$ cat src/rtl/fcmp_pipe_if.sv
// Issue-side and writeback-side handshake bundle for the fcmp_pipe compare/select unit.
// The master modport belongs to the block that issues operations and consumes results.
interface fcmp_pipe_if #(
    parameter int EXP_W = 8,
    parameter int MAN_W = 23,
    parameter int TAG_W = 5
);
    localparam int W = 1 + EXP_W + MAN_W;

    logic             in_valid;
    logic             in_ready;
    logic [2:0]       op;
    logic [W-1:0]     x1;
    logic [W-1:0]     x2;
    logic [TAG_W-1:0] tag_in;

    logic             out_valid;
    logic             out_ready;
    logic             y;
    logic [W-1:0]     r;
    logic             nv;
    logic [TAG_W-1:0] tag_out;

    modport master (
        output in_valid, op, x1, x2, tag_in, out_ready,
        input  in_ready, out_valid, y, r, nv, tag_out
    );

    modport slave (
        input  in_valid, op, x1, x2, tag_in, out_ready,
        output in_ready, out_valid, y, r, nv, tag_out
    );
endinterface

$ cat src/rtl/fcmp_pipe.sv
// Pipelined floating-point compare/select (FEQ/FLT/FLE/FMIN/FMAX) between FPU issue and writeback.
// The result is fully formed at the input; the STAGES registers only carry it with bubble collapsing.
module fcmp_pipe #(
    parameter int EXP_W  = 8,
    parameter int MAN_W  = 23,
    parameter int STAGES = 2,
    parameter int TAG_W  = 5
) (
    input logic        clk,
    input logic        rst,
    fcmp_pipe_if.slave io
);
    localparam int W  = 1 + EXP_W + MAN_W;
    localparam int DW = TAG_W + 1 + W + 1;

    localparam logic [2:0] OP_FEQ  = 3'd0;
    localparam logic [2:0] OP_FLT  = 3'd1;
    localparam logic [2:0] OP_FLE  = 3'd2;
    localparam logic [2:0] OP_FMIN = 3'd3;
    localparam logic [2:0] OP_FMAX = 3'd4;

    localparam logic [W-1:0] CANON_NAN = {1'b0, {EXP_W{1'b1}}, 1'b1, {(MAN_W-1){1'b0}}};

    generate
        if (STAGES < 1 || STAGES > 4) begin : g_bad_stages
            $error("fcmp_pipe: STAGES must be in the range 1..4");
        end
    endgenerate

    // Operand classification
    logic             s1, s2;
    logic [EXP_W-1:0] e1, e2;
    logic [MAN_W-1:0] m1, m2;
    logic [W-2:0]     mag1, mag2;
    logic             nan1, nan2, zero1, zero2;
    logic             mag_lt, mag_eq;

    assign s1    = io.x1[W-1];
    assign s2    = io.x2[W-1];
    assign e1    = io.x1[W-2:MAN_W];
    assign e2    = io.x2[W-2:MAN_W];
    assign m1    = io.x1[MAN_W-1:0];
    assign m2    = io.x2[MAN_W-1:0];
    assign mag1  = io.x1[W-2:0];
    assign mag2  = io.x2[W-2:0];
    assign nan1  = (&e1) && (|m1);
    assign nan2  = (&e2) && (|m2);
    assign zero1 = (mag1 == '0);
    assign zero2 = (mag2 == '0);
    assign mag_lt = (mag1 < mag2);
    assign mag_eq = (mag1 == mag2);

    // Ordered relation for non-NaN operands; infinities and denormals fall out of the raw-bit order.
    logic lt, eq;

    always_comb begin
        lt = 1'b0;
        eq = 1'b0;
        if (zero1 && zero2) begin
            eq = 1'b1;
        end else if (s1 != s2) begin
            lt = s1;
        end else if (!s1) begin
            lt = mag_lt;
            eq = mag_eq;
        end else begin
            lt = !mag_lt && !mag_eq;
            eq = mag_eq;
        end
    end

    // Select for FMIN/FMAX: differently signed zeros resolve by sign, equal operands keep x1.
    logic want_min, zero_pair, pick_x1;

    assign want_min  = (io.op == OP_FMIN);
    assign zero_pair = zero1 && zero2 && (s1 != s2);
    assign pick_x1   = zero_pair ? (s1 == want_min) : (eq || (lt == want_min));

    logic         res_y;
    logic [W-1:0] res_r;
    logic         res_nv;

    always_comb begin
        res_y  = 1'b0;
        res_r  = '0;
        res_nv = 1'b0;
        case (io.op)
            OP_FEQ, OP_FLT, OP_FLE: begin
                if (nan1 || nan2) begin
                    res_nv = 1'b1;
                end else if (io.op == OP_FEQ) begin
                    res_y = eq;
                end else if (io.op == OP_FLT) begin
                    res_y = lt;
                end else begin
                    res_y = lt || eq;
                end
            end
            OP_FMIN, OP_FMAX: begin
                if (nan1 && nan2) begin
                    res_r  = CANON_NAN;
                    res_nv = 1'b1;
                end else if (nan1) begin
                    res_r  = io.x2;
                    res_nv = 1'b1;
                end else if (nan2) begin
                    res_r  = io.x1;
                    res_nv = 1'b1;
                end else begin
                    res_r = pick_x1 ? io.x1 : io.x2;
                end
            end
            default: res_nv = 1'b1;
        endcase
    end

    logic [DW-1:0] res_d;
    assign res_d = {io.tag_in, res_nv, res_r, res_y};

    // Handshake: a transfer happens on a cycle where both valid and ready are high at the
    // rising edge. Stage k can load whenever it or any later stage is empty, or the output
    // is being accepted; this lets bubbles collapse under a stall. in_ready is that condition
    // for stage 0 and is combinational from out_ready. Results leave strictly in order.
    logic [STAGES-1:0] v;
    logic [STAGES-1:0] can_load;
    logic [DW-1:0]     d [STAGES];

    always_comb begin
        for (int k = 0; k < STAGES; k++) begin
            can_load[k] = io.out_ready;
            for (int j = k; j < STAGES; j++) begin
                if (!v[j]) can_load[k] = 1'b1;
            end
        end
    end

    always_ff @(posedge clk) begin
        if (rst) begin
            v <= '0;
            for (int k = 0; k < STAGES; k++) d[k] <= '0;
        end else begin
            if (can_load[0]) begin
                v[0] <= io.in_valid;
                if (io.in_valid) d[0] <= res_d;
            end
            for (int k = 1; k < STAGES; k++) begin
                if (can_load[k]) begin
                    v[k] <= v[k-1];
                    if (v[k-1]) d[k] <= d[k-1];
                end
            end
        end
    end

    logic [TAG_W-1:0] o_tag;
    logic             o_nv;
    logic [W-1:0]     o_r;
    logic             o_y;

    assign {o_tag, o_nv, o_r, o_y} = d[STAGES-1];

    // Outputs read as zero whenever no result is present.
    assign io.in_ready  = can_load[0];
    assign io.out_valid = v[STAGES-1];
    assign io.y         = o_y && v[STAGES-1];
    assign io.nv        = o_nv && v[STAGES-1];
    assign io.r         = o_r & {W{v[STAGES-1]}};
    assign io.tag_out   = o_tag & {TAG_W{v[STAGES-1]}};
endmodule

$ cat src/flat_wrapper.sv
// flat-port wrapper written by rule: the top's interface ports become plain ports
module fcmp_pipe_flat 
#(
    parameter int EXP_W  = 8,
    parameter int MAN_W  = 23,
    parameter int STAGES = 2,
    parameter int TAG_W  = 5
)
  (clk, rst, io_in_valid, io_op, io_x1, io_x2, io_tag_in, io_out_ready, io_in_ready, io_out_valid, io_y, io_r, io_nv, io_tag_out);
  fcmp_pipe_if #(.EXP_W(EXP_W), .MAN_W(MAN_W), .TAG_W(TAG_W)) io_i ();
  input logic clk;
  input logic rst;
  input wire logic [$bits(io_i.in_valid)-1:0] io_in_valid;
  input wire logic [$bits(io_i.op)-1:0] io_op;
  input wire logic [$bits(io_i.x1)-1:0] io_x1;
  input wire logic [$bits(io_i.x2)-1:0] io_x2;
  input wire logic [$bits(io_i.tag_in)-1:0] io_tag_in;
  input wire logic [$bits(io_i.out_ready)-1:0] io_out_ready;
  output wire logic [$bits(io_i.in_ready)-1:0] io_in_ready;
  output wire logic [$bits(io_i.out_valid)-1:0] io_out_valid;
  output wire logic [$bits(io_i.y)-1:0] io_y;
  output wire logic [$bits(io_i.r)-1:0] io_r;
  output wire logic [$bits(io_i.nv)-1:0] io_nv;
  output wire logic [$bits(io_i.tag_out)-1:0] io_tag_out;
  assign io_i.in_valid = io_in_valid;
  assign io_i.op = io_op;
  assign io_i.x1 = io_x1;
  assign io_i.x2 = io_x2;
  assign io_i.tag_in = io_tag_in;
  assign io_i.out_ready = io_out_ready;
  assign io_in_ready = io_i.in_ready;
  assign io_out_valid = io_i.out_valid;
  assign io_y = io_i.y;
  assign io_r = io_i.r;
  assign io_nv = io_i.nv;
  assign io_tag_out = io_i.tag_out;
  fcmp_pipe #(.EXP_W(EXP_W), .MAN_W(MAN_W), .STAGES(STAGES), .TAG_W(TAG_W)) u_core (.clk(clk), .rst(rst), .io(io_i));
endmodule
$ cat config.mk
export PLATFORM = sky130hd
export DESIGN_NAME = fcmp_pipe_flat
export DESIGN_NICKNAME = d
export VERILOG_FILES = /design/src/rtl/fcmp_pipe_if.sv /design/src/rtl/fcmp_pipe.sv /design/src/flat_wrapper.sv
export SDC_FILE = /design/constraint.sdc
export NUM_CORES = 1
export LEC_CHECK = 0
export CAP_MARGIN = 20
export CORE_MARGIN = 4
export CORE_UTILIZATION = 35
export CTS_BUF_LIST = sky130_fd_sc_hd__clkbuf_16
export DETAILED_ROUTE_END_ITERATION = 6
export SKIP_LAST_GASP = 1
export SYNTH_ARGS = -nofsm -noshare
export SYNTH_HDL_FRONTEND = slang
export SYNTH_SLANG_ARGS = --single-unit
export TNS_END_PERCENT = 100
$ cat constraint.sdc
create_clock -name clk -period 4.3 [get_ports clk]
set_input_delay 0.645 -clock clk [delete_from_list [all_inputs] [get_ports clk]]
set_output_delay 0.645 -clock clk [all_outputs]
set_load 0.1 [all_outputs]
==> impl_metrics.json <==
{
  "status": "completed",
  "grt_max_degree": 47,
  "start_util_pct": 36.06,
  "drive_gt1_share_pct": 7.452,
  "antenna_found_initial": 0,
  "h-tree-depth": 3,
  "synth_cells": 453,
  "crit_type": "primary input to flip-flop",
  "port-buffer-count": 116,
  "cp_top_family": "compound AO/OA/AOI/OAI gates",
  "irDropWorstVdd_v": 0.0001972,
  "skew_ns": 0.005795,
  "netlist_area_um2": 4832,
  "p_per_area_nw_per_um2": 318.8,
  "cts_buffer_depth": 2,
  "fmax_mhz": 250.0,
  "clkSlewWorstSetupHoldPaths_ns": 0.06,
  "viasPerCell": 5.049,
  "num_rows": 42,
  "maxCapViolations": 0,
  "hp-class": "flip-flop to flip-flop",
  "worstMarginPinSlew_ns": 0.9911,
  "area_delta_synth_final_pct": 35.45,
  "finalSetupViolCount": 0,
  "hold_violations": 0,
  "cp_data_required_time_ns": 4.50,
  "r2r.worst_path.cells": 8,
  "syn_area_per_cell_um2": 10.67,
  "worstPathArrival_ns": 4.20,
  "synth_flop_cell": "edfxtp_1",
  "synthTopCellsByArea": "edfxtp_1 (48%), and2_1 (11%), ha_1 (8.0%), inv_1 (2.6%), a22o_1 (2.4%)",
  "cts-hold-fix-buffers": 0,
  "async_flop_share_pct": 0,
  "tns_ns": 0,
  "numCtsBuffers": 9,
  "grt_usage_pct": 15.92,
  "fillers": 1264,
  "crit_path_start_kind": "primary input",
  "syn-num-nets": 560,
  "dr.pass1.iters": 4,
  "final_nets": 679,
  "path_max_fanout": 23,
  "hold_start": "u_core.d[0][25]",
  "cellLeakagePower_uw": 0.002619,
  "die_area_um2": 15750,
  "finalCritPeriodShare_pct": 93.01,
  "ys_warn_count": 0,
  "cts_tree": "yes",
  "drc_errors": 0,
  "clock_sinks": 80,
  "synth_most_common_cell": "and2_1",
  "slew_violations": 0,
  "grt_pass1_vias": 3849,
  "crit-reg2reg-capture": "u_core.d[0][16]",
  "end_kind": "flip-flop",
  "yosys.area.top_type": "edfxtp_1",
  "postRouteAntennaNets": 0,
  "slew_headroom_pct": 33.72,
  "fp.coreArea_um2": 13400,
  "post_cts_buffers": 0,
  "ys_ff_latch": 80,
  "r2r_start": "u_core.v[1]",
  "routabilityCongestion": 0.8616,
  "fin_crit_ns": 3.999,
  "synth_edf_count": 78,
  "yosys.cell_types.count": 48,
  "wl_per_cell_um": 16.47,
  "synthTopCellsByCount": "and2_1 (84), edfxtp_1 (78), inv_1 (34)",
  "cp_num_buf_inv": 2,
  "timing.critical_path.mode_cell": "a21oi_1",
  "dp_hpwl_mm": 9.700,
  "num_antenna_cells": 0,
  "cp_slowest_cell": "o31ai_4",
  "ioPinCount": 117,
  "worstHoldEndpoint": "u_core.d[0][64]",
  "power.total_uw": 2086,
  "insertion_delay_ns": 0.33,
  "hold_depth": 1,
  "rsz0062_at_grt": "no",
  "slowest_delay_ns": 0.85,
  "yosysSeqAreaShare_pct": 49.30,
  "overflow": 0,
  "synth.top_cell.area_share_pct": 48.47,
  "drt_iter0_markers": 314,
  "worstPathCellList": "clkdlybuf4s50_1, inv_1, ha_1, a21oi_1, a21oi_1, o31a_1, o41a_1, o21ai_0, a21oi_2, o31ai_4, a22o_2",
  "regToRegSetupSlack_ns": 1.32,
  "die_height_um": 125.5,
  "dp_slack_ns": -0.03388,
  "die_x_um": 125.5,
  "vias": 3802,
  "grt_pass1_wl_mm": 20.28,
  "routed_wl_mm": 12.40,
  "setup_slack_ns": 0.3005,
  "cts-root-buf": "clkbuf_16",
  "cts_resized": 0
}
==> kinds of logic (layout without fill, tap and decap cells) <==
group | count (synthesis) | in the layout | share of synthesized area [%]
simple gates | 196 | 196 | 23.10
buf+inv | 54 | 178 | 4.816
fa+ha+maj | 31 | 31 | 8.027
flops | 80 | 80 | 49.30
compound gates | 92 | 92 | 14.76
==> registers in the layout, indices dropped and copies added (netlist names) <==
signal / flops
u_core.v: 2
u_core.d: 78
==> final cells by class <==
cell class                      instances  area (µm²)  share of cell area (%)
Tap cell                              176       220.2                   3.365
Timing Repair Buffer                  128        1276                   19.50
Sequential cell                        80        2382                   36.40
Multi-Input combinational cell        319        2233                   34.12
Clock inverter                          7       80.08                   1.223
Clock buffer                            9       225.2                   3.441
Inverter                               34       127.6                   1.950
==> where the power goes <==
part / leakage (µW) / switching [µW] / internal, µW
combinational: 0.00160 / 228 / 154
clock: 0.000157 / 276 / 499
sequential: 0.000864 / 14.1 / 915
==> per-layer routing <==
| layer | vias up | share of wire, % | track usage [%] |
|---|---|---|---|
| met1 | 1770 | 48 | 22.27 |
| met5 | - | 0 | 0 |
| met3 | 13 | 4.4 | 2.687 |
| met2 | 98 | 46 | 25.05 |
| met4 | 0 | 1.8 | 5.421 |
| li1 | 1921 | - | - |
==> layout by cell type (no fill, tap or decap), drive strengths merged, types with 4 or more instances in the layout <==
| cell type | instances |
|---|---|
| a21oi | 18 |
| buf | 13 |
| ha | 31 |
| nor2 | 17 |
| o2bb2ai | 7 |
| clkdlybuf4s50 | 115 |
| and3 | 10 |
| clkbuf | 9 |
| o21ai | 10 |
| and2 | 84 |
| a211o | 7 |
| nor4 | 16 |
| nand4 | 12 |
| nor3 | 14 |
| nand2 | 25 |
| edfxtp | 78 |
| inv | 36 |
| nand3 | 6 |
| a211oi | 4 |
| a22o | 23 |
==> how the worst max path moves through the flow <==
stage | startpoint | cells past startpoint | to
2_1_floorplan | io_x2[2] | 11 | u_core.d[0][10]
3_3_place_gp | io_x2[2] | 11 | u_core.d[0][11]
3_5_place_dp | io_x2[2] | 11 | u_core.d[0][9]
4_1_cts | io_x2[2] | 11 | u_core.d[0][9]
5_1_grt | io_x2[29] | 10 | u_core.d[0][9]
6_report | io_x2[2] | 11 | u_core.d[0][16]
==> metrics by stage <==
stage	utilization [%]	hold slack, ns	cells	area (µm²)
final	48.84	0.5155	753	6545
after global placement	46.25	0.4904	735	6197
after CTS	48.52	0.5196	751	6502
after floorplan	-	0.4781	453	4832
after detailed placement	46.25	0.5049	735	6197
after global routing	48.84	0.5267	753	6545
(Power assumes the default switching activity.)
==> variant: new RTL, same settings <==
`EXP_W` is set to 8 in 3 places; all go to 12.
--- a/src/rtl/fcmp_pipe_if.sv
+++ b/src/rtl/fcmp_pipe_if.sv
@@ -1,7 +1,7 @@
 // Issue-side and writeback-side handshake bundle for the fcmp_pipe compare/select unit.
 // The master modport belongs to the block that issues operations and consumes results.
 interface fcmp_pipe_if #(
-    parameter int EXP_W = 8,
+    parameter int EXP_W = 12,
     parameter int MAN_W = 23,
     parameter int TAG_W = 5
 );
--- a/src/rtl/fcmp_pipe.sv
+++ b/src/rtl/fcmp_pipe.sv
@@ -1,7 +1,7 @@
 // Pipelined floating-point compare/select (FEQ/FLT/FLE/FMIN/FMAX) between FPU issue and writeback.
 // The result is fully formed at the input; the STAGES registers only carry it with bubble collapsing.
 module fcmp_pipe #(
-    parameter int EXP_W  = 8,
+    parameter int EXP_W  = 12,
     parameter int MAN_W  = 23,
     parameter int STAGES = 2,
     parameter int TAG_W  = 5
--- a/src/flat_wrapper.sv
+++ b/src/flat_wrapper.sv
@@ -1,7 +1,7 @@
 // flat-port wrapper written by rule: the top's interface ports become plain ports
 module fcmp_pipe_flat 
 #(
-    parameter int EXP_W  = 8,
+    parameter int EXP_W  = 12,
     parameter int MAN_W  = 23,
     parameter int STAGES = 2,
     parameter int TAG_W  = 5
Interface: changed (resized io_r, io_x1 and io_x2); port bits go from 117 to 129. No check against the original RTL was run, so the function may have changed too.
==> variant against the unedited design <==
Setup slack better by 0.047 ns; via count is 12% higher; final area is 12% higher; global-route usage is 0.88 points higher; register-to-register slack better by 0.43 ns; combinational power is 25% higher; sequential cell count is 8 higher; sequential share of layout area is 0.61 points lower; total power is 7.5% higher; final cell count is 15% higher; critical path depth is 1 higher; routed wire length is 16% higher; area after synthesis is 12% higher; largest cell class unchanged.
==> variant: results (changes against the unedited design) <==
[status]
outcome=completed

[global_routing]
global_route.usage.met1_pct=22.3  ; +0.068 points
grtUsageMet3_pct=3.78  ; +1.1 points
grt_pass1_wl_um=23400  ; +16%
grt_pass1_vias=4393  ; +14%
gr-usage-met2_pct=27.7  ; +2.6 points
grt_usage_pct=16.8  ; +0.88 points

[finish]
layout-drive-gt1-share_pct=13.7  ; +6.2 points
nonClockBufferCount=166  ; +30%
nets=793  ; +17%
multi_input_area_share_pct=34.6  ; +0.44 points
final_cells=867  ; +15%
multi_input_cells=371  ; +16%
fillers=1401  ; +11%
nonClkBufAreaFrac_pct=20.6  ; +1.1 points
inverters_excl_clock=38  ; +12%
seq_area_um2=2620  ; +10%
reg_top3=u_core.d: 86 flops, u_core.v: 2 flops

[placement]
postPlaceCellArea_um2=7040  ; +14%
post-place-ws_ns=-0.0374  ; -0.00349 ns
post-dp-hpwl_um=11300  ; +17%
dpl.cell_count=851  ; +16%
io_buffers=128  ; +10%
gp_congestion=0.898  ; +4.2%

[logic_synthesis]
synthesis.nets=636  ; +14%
synth_top_area_share_pct=47.8  ; -0.72 points
synth_commonest_cells=and2_1, nand2_1, edfxtp_1
synth.distinct_cells=49  ; +2.1%
yosys-top-cells-area=edfxtp_1, and2_1, ha_1, mux2i_1, nand2_1
syn_inst=517  ; +14%
yosysSeqAreaShare_pct=48.5  ; -0.80 points
synth-edff-count=86  ; +10%

[route]
met2_length_um=6970  ; +22%
routed-wl-met3_um=776  ; +44%
met1_length_um=6450  ; +8.5%
wl_per_cell_um=16.5  ; +0.44%
viasPerCell=4.91  ; -2.7%
drt_iter0_markers=259  ; -18%
detail_route.first_pass.iterations=5  ; +1

[floorplanning]
chipWidth_um=132  ; +5.4%

[sta]
relSlewSlack_pct=32.2  ; -1.5 points
skew_ns=0.00568  ; -0.000119 ns

[pwr]
leakage_nw=3.06  ; +17%
peakVddDrop_uv=212  ; +7.3%

[setup_path]
path_max_fanout=24  ; +4.3%
slowest_delay_ns=0.78  ; -0.07 ns
slowest_stage=a211oi_4

[min_path]
hold_path.class=reg2reg

==> variant: worst paths after layout <==
kind                        start         endpoint  slack, ns  cells after the start
hold / removal    u_core.d[0][26]  u_core.d[0][69]       0.52                      1
hold reg to reg   u_core.d[0][26]  u_core.d[0][69]       0.52                      1
setup reg to reg      u_core.v[1]  u_core.d[0][20]       1.75                      9
setup / recovery        io_x2[14]   u_core.d[0][9]       0.35                     12
==> variant: cell families (layout without fill, tap and decap cells) <==
| group | after synthesis | after routing | share of synthesized area (%) |
|---|---|---|---|
| AOI/OAI and AO/OA | 46 | 46 | 5.85 |
| buffers and inverters | 58 | 220 | 5.18 |
| and+or+nand+nor | 253 | 253 | 25.5 |
| muxes | 36 | 36 | 6.66 |
| DFF | 88 | 88 | 48.5 |
| xor gates and xnor gates | 1 | 1 | 0.162 |
| adders and majority gates | 35 | 35 | 8.10 |
==> variant: power breakdown <==
group / internal (mW) / switching (mW)
registers: 1.01 / 0.0169
logic: 0.200 / 0.280
clock network: 0.440 / 0.299
